[config.mk]
export PLATFORM = sky130hd
export DESIGN_NAME = sign_restore_align
export DESIGN_NICKNAME = d
export VERILOG_FILES = /design/src/rtl/sign_restore_align.sv
export SDC_FILE = /design/constraint.sdc
export NUM_CORES = 1
export LEC_CHECK = 0
export ABC_AREA = 1
export CELL_PAD_IN_SITES_DETAIL_PLACEMENT = 1
export CELL_PAD_IN_SITES_GLOBAL_PLACEMENT = 1
export CORE_UTILIZATION = 38
export DETAILED_ROUTE_END_ITERATION = 8
export GPL_TIMING_DRIVEN = 0
export HOLD_SLACK_MARGIN = 0.06
export PLACE_DENSITY_LB_ADDON = 0.1
export REMOVE_ABC_BUFFERS = 1
export SKIP_LAST_GASP = 1
export SLEW_MARGIN = 20
export SYNTH_ARGS = -nofsm -noshare
export SYNTH_HDL_FRONTEND = slang
export SYNTH_SLANG_ARGS = --single-unit
[constraint.sdc]
create_clock -name clk -period 7 [get_ports clk]
set_input_delay 1.4 -clock clk [delete_from_list [all_inputs] [get_ports clk]]
set_output_delay 1.4 -clock clk [all_outputs]
set_load 0.01 [all_outputs]
[src/rtl/sign_restore_align.sv]
// Sign FIFO + restoration stage for the sign-symmetric sigmoid/tanh path.
// Pairs each |x|-domain result with its queued sign flag, in order.
module sign_restore_align #(
  parameter int yDW   = 16,
  parameter int FRAC  = 12,
  parameter int DEPTH = 8,
  parameter int AW    = 3
) (
  input  logic           clk,
  input  logic           rst_n,
  input  logic           en,
  input  logic           mode,
  input  logic           sign_valid,
  input  logic           sign_ge,
  input  logic           y_valid,
  input  logic [yDW-1:0] y_in,
  output logic           out_valid,
  output logic [yDW-1:0] y_out,
  output logic [AW:0]    fifo_count,
  output logic           err_overflow,
  output logic           err_underflow
);

  localparam logic [yDW-1:0] ONE  = yDW'(1) << FRAC;
  localparam logic [AW:0]    FULL = (AW+1)'(DEPTH);

  logic [DEPTH-1:0] r_mem;
  logic [AW-1:0]    r_wptr;
  logic [AW-1:0]    r_rptr;

  logic           w_en;
  logic           w_empty;
  logic           w_full;
  logic           w_push_req;
  logic           w_pop_req;
  logic           w_bypass;
  logic           w_push;
  logic           w_pop;
  logic           w_fire;
  logic           w_ovf;
  logic           w_unf;
  logic           w_sign;
  logic [yDW-1:0] w_ys;
  logic [yDW-1:0] w_res;
  logic [AW:0]    w_inc;
  logic [AW:0]    w_dec;

  assign w_en       = en & rst_n;
  assign w_empty    = (fifo_count == '0);
  assign w_full     = (fifo_count == FULL);
  assign w_push_req = w_en & sign_valid;
  assign w_pop_req  = w_en & y_valid;

  // Empty FIFO with both strobes: the flag goes straight to the result.
  assign w_bypass = w_push_req & w_pop_req & w_empty;
  assign w_pop    = w_pop_req & ~w_empty;
  assign w_push   = w_push_req & ~w_bypass & (~w_full | w_pop);
  assign w_fire   = w_pop | w_bypass;
  assign w_ovf    = w_push_req & w_full & ~w_pop;
  assign w_unf    = w_pop_req & w_empty & ~w_push_req;

  assign w_inc = {{AW{1'b0}}, w_push};
  assign w_dec = {{AW{1'b0}}, w_pop};

  assign w_sign = w_bypass ? sign_ge : r_mem[r_rptr];
  assign w_ys   = (y_in > ONE) ? ONE : y_in;

  always_comb begin
    w_res = w_ys;
    if (!w_sign) begin
      if (mode) w_res = -w_ys;
      else      w_res = ONE - w_ys;
    end
  end

  always_ff @(posedge clk) begin
    if (!rst_n) begin
      r_mem         <= '0;
      r_wptr        <= '0;
      r_rptr        <= '0;
      fifo_count    <= '0;
      out_valid     <= 1'b0;
      y_out         <= '0;
      err_overflow  <= 1'b0;
      err_underflow <= 1'b0;
    end else if (!en) begin
      out_valid <= 1'b0;
      y_out     <= '0;
    end else begin
      if (w_push) begin
        r_mem[r_wptr] <= sign_ge;
        r_wptr        <= r_wptr + AW'(1);
      end
      if (w_pop) r_rptr <= r_rptr + AW'(1);
      fifo_count <= fifo_count + w_inc - w_dec;
      if (w_ovf) err_overflow  <= 1'b1;
      if (w_unf) err_underflow <= 1'b1;
      out_valid <= w_fire;
      if (w_fire) y_out <= w_res;
    end
  end

endmodule

# --- Word-level counts from Yosys, hierarchy flattened ---
# Cells that the tools add are included.
word_totals:
  ff_bits: 37
  inputBits: 23
  out_inout_bits: 23
  wordCells: 54
op_classes:
  addsub: 6
  n_lt_le_gt_ge: 4
  n_eq_ne: 1
  mux: 9
  bitwise_logic: 19
  reduce_logical: 7
ops:
  columns: ["cell", "count"]
  rows:
  - ["$mux W16", 3]
  - ["$gt A16 B13 Y1 const B", 1]
  - ["$neg A16 Y16", 1]
  - ["$sub A13 B16 Y16 const A", 1]
  - ["$and A1 B1 Y1", 12]
  - ["$reduce_and A2 Y1", 5]
  - ["$bwmux W8", 1]
  - ["$lt A3 B4 Y1 const B", 2]
  - ["$add A3 B1 Y3 const B", 2]
  - ["$not A1 Y1", 5]
  - ["$add A4 B1 Y4", 1]
  - ["$eq A4 B4 Y1 const B", 1]
  - ["$logic_not A4 Y1", 1]
  - ["$sub A4 B1 Y4", 1]
  - ["$bmux W1 S3", 1]
  - ["$demux W1 S3", 1]
  - ["$ge A3 B1 Y1 const B", 1]
  - ["$mux W1", 3]
  - ["$or A1 B1 Y1", 2]
  - ["$logic_and A1 B1 Y1", 1]

# --- Longest topological paths before layout ---
# Gate-level depths: netlist (run 1).
depth:
  depth_word: 9
  mapped_depth: 16
  mapped_depth_nobuf: 15

# --- Least setup slack after synthesis (run 1) ---
# Ideal clock, no wire load.
synth_path:
  kind: "input-to-reg"
  from: "in rst_n"
  to: "reg fifo_count[2]"
  setup_ps: 115
  t_arrival_ps: 3091
  required_ps: 6885
  slack_ps: 3794
  cell_stages: 12
  path_buffers: 0
  cell_sequence: "nand2_4 -> nor3_4 -> nor3_1 -> nand2_2 -> ha_1 -> inv_1 -> ha_1 -> inv_1 -> fa_1 -> xnor2_1 -> o21ai_0 -> inv_1"
synth_between:
  elab_chain_cells: 9
  elab_cells_between_ends: 12
  classes_between: "2 x add/sub; 10 x bitwise"
synth_lines:
  columns: ["item", "line_no", "text"]
  rows:
  - ["from (decl)", "10", "input logic rst_n,"]
  - ["$and A1 B1 Y1", "48", "assign w_en = en & rst_n;"]
  - ["$and A1 B1 Y1 (on tied branches)", "51, 52", null]
  - ["$and A1 B1 Y1 (2 in series)", "55", "assign w_bypass = w_push_req & w_pop_req & w_empty;"]
  - ["$not A1 Y1", "57", "assign w_push = w_push_req & ~w_bypass & (~w_full | w_pop);"]
  - ["$and A1 B1 Y1 (2 in series)", "57", null]
  - ["$add A4 B1 Y4", "95", "fifo_count <= fifo_count + w_inc - w_dec;"]
  - ["$sub A4 B1 Y4", "95", null]
  - ["to (signal assigned)", "95", null]
  - ["to (decl)", "19", "output logic [AW:0] fifo_count,"]
# Several ways; a longest one is shown, not always the timed one.
# A chain may end at the register's enable or synchronous reset.

# --- Worst setup path after layout (run 1) ---
# Same ends and word-level chain as after synthesis.

==> qor.csv, run 1 <==
stage,metric,value,unit
outcome,outcome,completed,
finish,"commonest non-fill, non-tap cells in the layout","nand2_1, nor2_1, clkdlybuf4s50_1, inv_1, dfxtp_1",
power,Leakage,0.001164,µW
routing,WL/cell,12.59,µm
critical_path,CP Capture Type,flip-flop,
global_routing,maximum number of pins on one net before global-route repair,26,
critical_path,required time of the critical path,7190,ps
clock_network,Num CTS Buffers,5,
finish,area grow syn2layout,27.20,%
place,port buffer count,45,
logic_synthesis,distinct cell type count after synthesis,32,
global_routing,Total GRT Usage,0.2017,
critical_path,R2R cell count,15,
routing,DRT Pass-1 Iters,4,
finish,non-filler instance count after layout,443,
sta,fin crit share,0.5762,
critical_path,WP depth,14,
sta,PnR worst setup slack,2966,ps
power,clock power share,0.360,
logic_synthesis,post-synthesis compound-gate area fraction,0.1864,
power,PwrDens,183.4,nW/µm²
critical_path,reg-to-reg endpoint,fifo_count[3],
clock_network,TritonCTS clock tree,built,
critical_path,CP max stage cell,clkdlybuf4s50_1,
finish,fillers,734,
routing,First DRT Iteration DRCs,70,
routing,Vias,2232,
place,dpl ws,2640,ps
finish,fraction of layout cells with a size suffix above 1,0.05930,
sta,FMAX,0.2479,GHz
floorplanning,die width,78.00,µm
sta,slew margin rel.,0.5528,
floorplanning,area of the die,6083,µm²
sta,Fin. Hold Viols,0,
critical_path,Crit Path Max Fanout,14,
worst_hold_path,hold crit path type,reg2reg,
finish,n_diodes,0,
floorplanning,core area,5540,µm²
logic_synthesis,Synth Register Bits,37,
power,Combinational Power Share,0.200,
critical_path,critical path's largest stage delay,790,ps
critical_path,kind of critical path,in2reg,
power,Pint,366.9,µW
floorplanning,Initial Utilization,0.3961,
sta,Final min period,4034,ps
logic_synthesis,sequential area share after synthesis,0.3375,
global_routing,gr ovfl total,0,
routing,post-route ant nets,0,
logic_synthesis,Synth Area in Adders,0.06613,
power,Reg power frac,0.440,
clock_network,CTS Hold Buffers Added,0,
global_routing,vias in the first global route,2194,
clock_network,Max Root-Sink Buffers,2,
routing,DRC violations left,0,
critical_path,CP startpoint,rst_n,
clock_network,Setup Buffers After CTS,0,
logic_synthesis,cells after synthesis,327,
sta,Worst Skew,2.933,ps
critical_path,Worst Path Buf+Inv,4,
critical_path,critical path's most frequent cell,inv_1,
floorplanning,I/O pin count,46,
power,Max VDD drop,0.07042,mV
critical_path,Worst Setup EP,fifo_count[2],
logic_synthesis,YS warnings,0,
critical_path,worst r2r src,fifo_count[2],
power,Net Sw Frac,0.2833,
finish,"leading cell type in the layout, fill and taps excluded",nand2_1,
flow_run,max_cap viols,0,
sta,Final Max Slew Viols,0,
clock_network,"Clk pin slew, worst setup/hold paths",80,ps
critical_path,Critical Path AT,4220,ps
critical_path,"setup slack, reg-to-reg",4380,ps
floorplanning,Cell Rows,27,
logic_synthesis,Synth Area per Inst,6.711,µm²
logic_synthesis,Synth Area in Simple Gates,0.2982,
sta,minimum hold slack,460.6,ps
place,Cells after DPL,436,
place,DP Wirelength,4334,µm
routing,final wirelength,5579,µm
critical_path,startpoint types,primary input,
place,Placer Congestion,0.7994,
finish,Nets,405,
global_routing,initial antenna violation count,0,
logic_synthesis,Synth Cell Area,2195,µm²
finish,Layout Utilization,0.5038,
logic_synthesis,main combinational cell family by area after synthesis,simple AND/OR/NAND/NOR gates,
floorplanning,chip height,78.00,µm
sta,RSZ-0062 raised after global routing,false,
sta,Tightest Pin Transition,662.1,ps
clock_network,CTS resizes,0,
sta,final setup fails,0,
critical_path,Crit path max-delay family,buffers and inverters,
clock_network,worst-skew pair later-pin latency,290,ps
clock_network,clk root buf,clkbuf_8,
clock_network,clock sink count,37,
routing,vias per std cell,5.038,
sta,final setup TNS,0,ps
critical_path,"Critical Path, Cell by Cell","clkdlybuf4s50_1, nand2_4, nor2_1, nand2_1, nand3_1, nand2_2, ha_1, inv_1, ha_1, inv_1, fa_1, xnor2_1, o21ai_0, inv_1",
power,P_sw,145.0,µW
logic_synthesis,xor/xnor cell area share of the yosys netlist,0.01995,
global_routing,first-pass GRT wire length,9715,µm
clock_network,CTS H-tree lvls,2,
logic_synthesis,post-synthesis mux area share,0,
==> flip-flops by register name (all words and copies together), names as in the netlist <==
| register | count |
|---|---|
| r_rptr | 3 |
| y_out | 16 |
| err_underflow | 1 |
| r_mem | 8 |
| out_valid | 1 |
| r_wptr | 3 |
| fifo_count | 4 |
| err_overflow | 1 |
==> area by class of cell <==
cell class                      instances  area (µm²)  area share
Multi-Input combinational cell        241        1252      0.4487
Timing Repair Buffer                   45       450.4      0.1614
Clock inverter                          2       35.03     0.01255
Tap cell                               72       90.09     0.03227
Inverter                               41       153.9     0.05513
Sequential cell                        37       740.7      0.2654
Clock buffer                            5       68.82     0.02465
==> stage by stage <==
step / total power [µW] / instance area (µm²)
6_report: 511.9 / 2791
5_1_grt: 542.9 / 2791
4_1_cts: 516.9 / 2791
3_5_place_dp: 333.3 / 2688
3_3_place_gp: 330.5 / 2688
2_1_floorplan: 286.9 / 2147
==> how the worst min path moves through the flow <==
stage / cells past startpoint / end / slack [ps] / start
after floorplan: 2 / r_mem[3] / 430 / r_mem[3]
after global placement: 2 / err_overflow / 450 / err_overflow
after detailed placement: 2 / y_out[12] / 450 / y_out[12]
after CTS: 2 / y_out[12] / 470 / y_out[12]
after global routing: 2 / err_overflow / 480 / err_overflow
final: 2 / y_out[12] / 460 / y_out[12]
==> synthesized netlist by cell type, drive strengths merged <==
master  instances  area [µm²]
a211oi          1       7.510
a21boi          2       18.77
a21oi          27       142.6
a31oi           2       12.51
buf             7       42.54
clkbuf          1       5.000
dfxtp          37       740.7
fa              1       20.02
ha             10       125.1
inv            41       153.9
nand2          76       307.8
nand3          20       100.1
nand3b          2       15.01
nor2           50       200.2
nor3            4       31.28
o211ai          2       15.01
o21ai          34       170.2
o31ai           1       7.510
o41ai           4       35.03
xnor2           1       8.760
xor2            4       35.03
==> cell families after synthesis <==
| group | count (synthesis) |
|---|---|
| AOI/OAI and AO/OA | 73 |
| xor gates and xnor gates | 5 |
| adders and majority gates | 11 |
| buffers and inverters | 49 |
| DFF | 37 |
| and+or+nand+nor | 152 |
==> power groups by stage <==
| stage | Sequential, µW | Clock [µW] | Combinational [µW] |
|---|---|---|---|
| 2_1_floorplan | 232 | 0 | 54.9 |
| 3_3_place_gp | 230 | 0 | 101 |
| 3_5_place_dp | 230 | 0 | 103 |
| 4_1_cts | 225 | 188 | 104 |
| 5_1_grt | 226 | 200 | 117 |
| 6_report | 225 | 184 | 103 |
==> metal layers <==
metal,track usage,vias to the layer above,wire length [µm],share of wire
met2,0.3699,31,2765,0.50
met1,0.2374,1046,2599,0.47
li1,-,1149,-,-
met4,0.05000,0,57,0.010
met5,0,-,0,0
met3,0.04235,6,157,0.028
==> worst min-delay path, stage by stage (launching register included) <==
cell and delay (ps):
dfxtp_1 320, nand2_1 60, nand2_1 40
Note: power is estimated with default switching activity, not from simulation.
==> run 2: changes to the inputs <==
--- a/config.mk
+++ b/config.mk
@@ -8,7 +8,7 @@
 export ABC_AREA = 1
 export CELL_PAD_IN_SITES_DETAIL_PLACEMENT = 1
 export CELL_PAD_IN_SITES_GLOBAL_PLACEMENT = 1
-export CORE_UTILIZATION = 38
+export CORE_UTILIZATION = 32
 export DETAILED_ROUTE_END_ITERATION = 8
 export GPL_TIMING_DRIVEN = 0
 export HOLD_SLACK_MARGIN = 0.06
==> constraint.sdc (replaced) <==
create_clock -name clk -period 3.6 [get_ports clk]
set_input_delay 0.72 -clock clk [delete_from_list [all_inputs] [get_ports clk]]
set_output_delay 0.72 -clock clk [all_outputs]
set_load 0.01 [all_outputs]
==> run 2 against run 1 <==
  * The run now ends with design-rule violations left
  * Sequential share of layout area increased by 0.12 points
  * Design area down 0.45%
  * Power increased by 81%
  * Global-route usage decreased by 3.0 points
  * Worst setup slack worse by 2500 ps
  * Routed wire length is 2.2% higher
  * Critical endpoint is now fifo_count[3]
==> qor.csv, run 2 (synthesis results as in run 1) <==
stage,metric,value,unit,change
sta,fin crit share,0.8793,,
finish,"commonest non-fill, non-tap cells in the layout","nand2_1, nor2_1, clkdlybuf4s50_1, inv_1, dfxtp_1",,unchanged
finish,design area,2779,µm²,was 2791 µm²
clock_network,CTS Hold Buffers Added,0,,unchanged
global_routing,GR Util met3,0.02918,,was 0.04235
finish,Seq. cell area,740.7,µm²,unchanged
critical_path,Crit Path Max Fanout,9,,was 14
finish,area grow syn2layout,26.63,%,was 27.20%
finish,Nets,405,,unchanged
finish,"leading cell type in the layout, fill and taps excluded",nand2_1,,unchanged
floorplanning,die width,84.82,µm,was 78.00 µm
floorplanning,Cell Rows,29,,was 27
routing,post-route ant nets,0,,unchanged
routing,final wirelength,5704,µm,was 5579 µm
sta,final setup fails,0,,unchanged
floorplanning,chip height,84.82,µm,was 78.00 µm
sta,Fin. Hold Viols,0,,unchanged
floorplanning,Initial Utilization,0.3379,,was 0.3961
clock_network,Setup Buffers After CTS,0,,unchanged
routing,vias per std cell,4.882,,was 5.038
sta,Worst Skew,3.263,ps,was 2.933 ps
critical_path,CP startpoint,en,,was rst_n
global_routing,met2 Track Usage GR,0.3119,,was 0.3699
global_routing,initial antenna violation count,0,,unchanged
sta,PnR worst setup slack,434.6,ps,was 2966 ps
clock_network,Num CTS Buffers,5,,unchanged
clock_network,CTS H-tree lvls,2,,unchanged
critical_path,startpoint types,primary input,,unchanged
global_routing,Total GRT Usage,0.1716,,was 0.2017
finish,area of the multi-input gates,1252,µm²,unchanged
sta,Final min period,3165,ps,
clock_network,Max Root-Sink Buffers,2,,unchanged
global_routing,first-pass GRT wire length,9846,µm,was 9715 µm
place,DP Wirelength,4510,µm,was 4334 µm
routing,WL/cell,12.70,µm,was 12.59 µm
power,Leakage,0.001164,µW,about the same
place,Post-DP Area,2694,µm²,was 2688 µm²
place,port buffer count,45,,unchanged
sta,Tightest Pin Transition,687.9,ps,was 662.1 ps
clock_network,"Clk pin slew, worst setup/hold paths",70,ps,was 80 ps
global_routing,busiest layer in global routing,met2,,unchanged
worst_hold_path,hold crit path type,reg2reg,,unchanged
clock_network,clk root buf,clkbuf_8,,unchanged
critical_path,required time of the critical path,3790,ps,was 7190 ps
routing,DRT Pass-1 Iters,6,,was 4
finish,non-filler instance count after layout,449,,was 443
floorplanning,area of the die,7194,µm²,was 6083 µm²
critical_path,CP Capture Type,flip-flop,,unchanged
power,Max VDD drop,0.1357,mV,was 0.07042 mV
finish,fraction of layout cells with a size suffix above 1,0.05914,,was 0.05930
sta,RSZ-0062 raised after global routing,false,,unchanged
global_routing,vias in the first global route,2150,,was 2194
clock_network,worst-skew pair later-pin latency,290,ps,about the same
sta,Final Max Slew Viols,0,,unchanged
finish,largest registers,"y_out: 16 flops, r_mem: 8 flops, fifo_count: 4 flops",,unchanged
floorplanning,I/O pin count,46,,unchanged
critical_path,kind of critical path,in2reg,,unchanged
worst_hold_path,Hold Crit Start,err_overflow,,was y_out[12]
global_routing,gr ovfl total,0,,unchanged
finish,Largest Register,y_out,,unchanged
sta,slew margin rel.,0.5403,,was 0.5528
clock_network,clock sink count,37,,unchanged
critical_path,Critical Path AT,3350,ps,was 4220 ps
outcome,failing checks,design-rule violations,,
finish,max reg flops,16,,unchanged
finish,n_diodes,0,,unchanged
place,dpl ws,-253.8,ps,was 2640 ps
outcome,outcome,"finished, violations left",,was completed
global_routing,maximum number of pins on one net before global-route repair,26,,unchanged
flow_run,max_cap viols,0,,unchanged
place,Cells after DPL,441,,was 436
clock_network,TritonCTS clock tree,built,,unchanged
routing,Vias,2192,,was 2232
power,PwrDens,332.7,nW/µm²,was 183.4 nW/µm²
finish,Layout Utilization,0.4279,,was 0.5038
floorplanning,core area,6495,µm²,was 5540 µm²
finish,fillers,848,,was 734
sta,FMAX,0.3159,GHz,
place,Placer Congestion,0.7954,,was 0.7994
routing,First DRT Iteration DRCs,29,,was 70
routing,DRC violations left,1,,was 0
critical_path,worst r2r src,fifo_count[2],,unchanged
power,PnR Total Power,924.7,µW,was 511.9 µW
global_routing,met1 Usage GRT,0.2073,,was 0.2374
==> run 2: cell type report <==
type | instances | share of cell area
inverters | 41 | 0.05538
well taps | 77 | 0.03467
clock buffers | 6 | 0.02611
repair buffers | 45 | 0.1630
multi-input cells | 241 | 0.4507
clock inverters | 2 | 0.003602
flip-flops and latches | 37 | 0.2665
==> run 2: per-layer routing <==
metal	part of all wire	routed length, µm
met1	0.47	2677
met4	0.012	67
met5	0	0
met2	0.49	2802
met3	0.028	157
==> run 2: through the flow <==
step,TNS [ps],hold WS [ps]
after floorplan,0,428.6
after global placement,-246.6,436.4
after detailed placement,-532.8,439.1
after CTS,0,451.1
after global routing,0,472.6
final,0,446.9
==> run 2: critical path, cell delays in order <==
cell,delay (ps)
clkdlybuf4s50_1,590
nand2_4,140
nor2_1,130
nand2_1,160
nand3_1,160
nand2_2,140
ha_1,320
inv_1,40
ha_1,160
inv_1,80
nor2_1,50
a211oi_1,320
xor2_1,120
o21ai_0,160
inv_1,50
==> run 2: worst paths after layout <==
check | slack, ps | cells after the start | end
max reg2reg | 930 | 15 | fifo_count[3]
min | 450 | 2 | err_overflow
min reg2reg | 450 | 2 | err_overflow
max | 430 | 15 | fifo_count[3]
==> run 2: repair_timing <==
item                                    CTS  global route
hold endpoints to repair                  0             0
resized for setup                         0             1
endpoints found under the setup margin    0             2
==> run 2: power by group <==
group / switching (µW) / internal (µW) / total [µW] / leakage (µW)
Combinational: 114 / 87.0 / 201 / 0.000819
Sequential: 13.2 / 425 / 438 / 0.000300
Clock: 151 / 134 / 285 / 0.0000450
Total: 278 / 646 / 925 / 0.00116
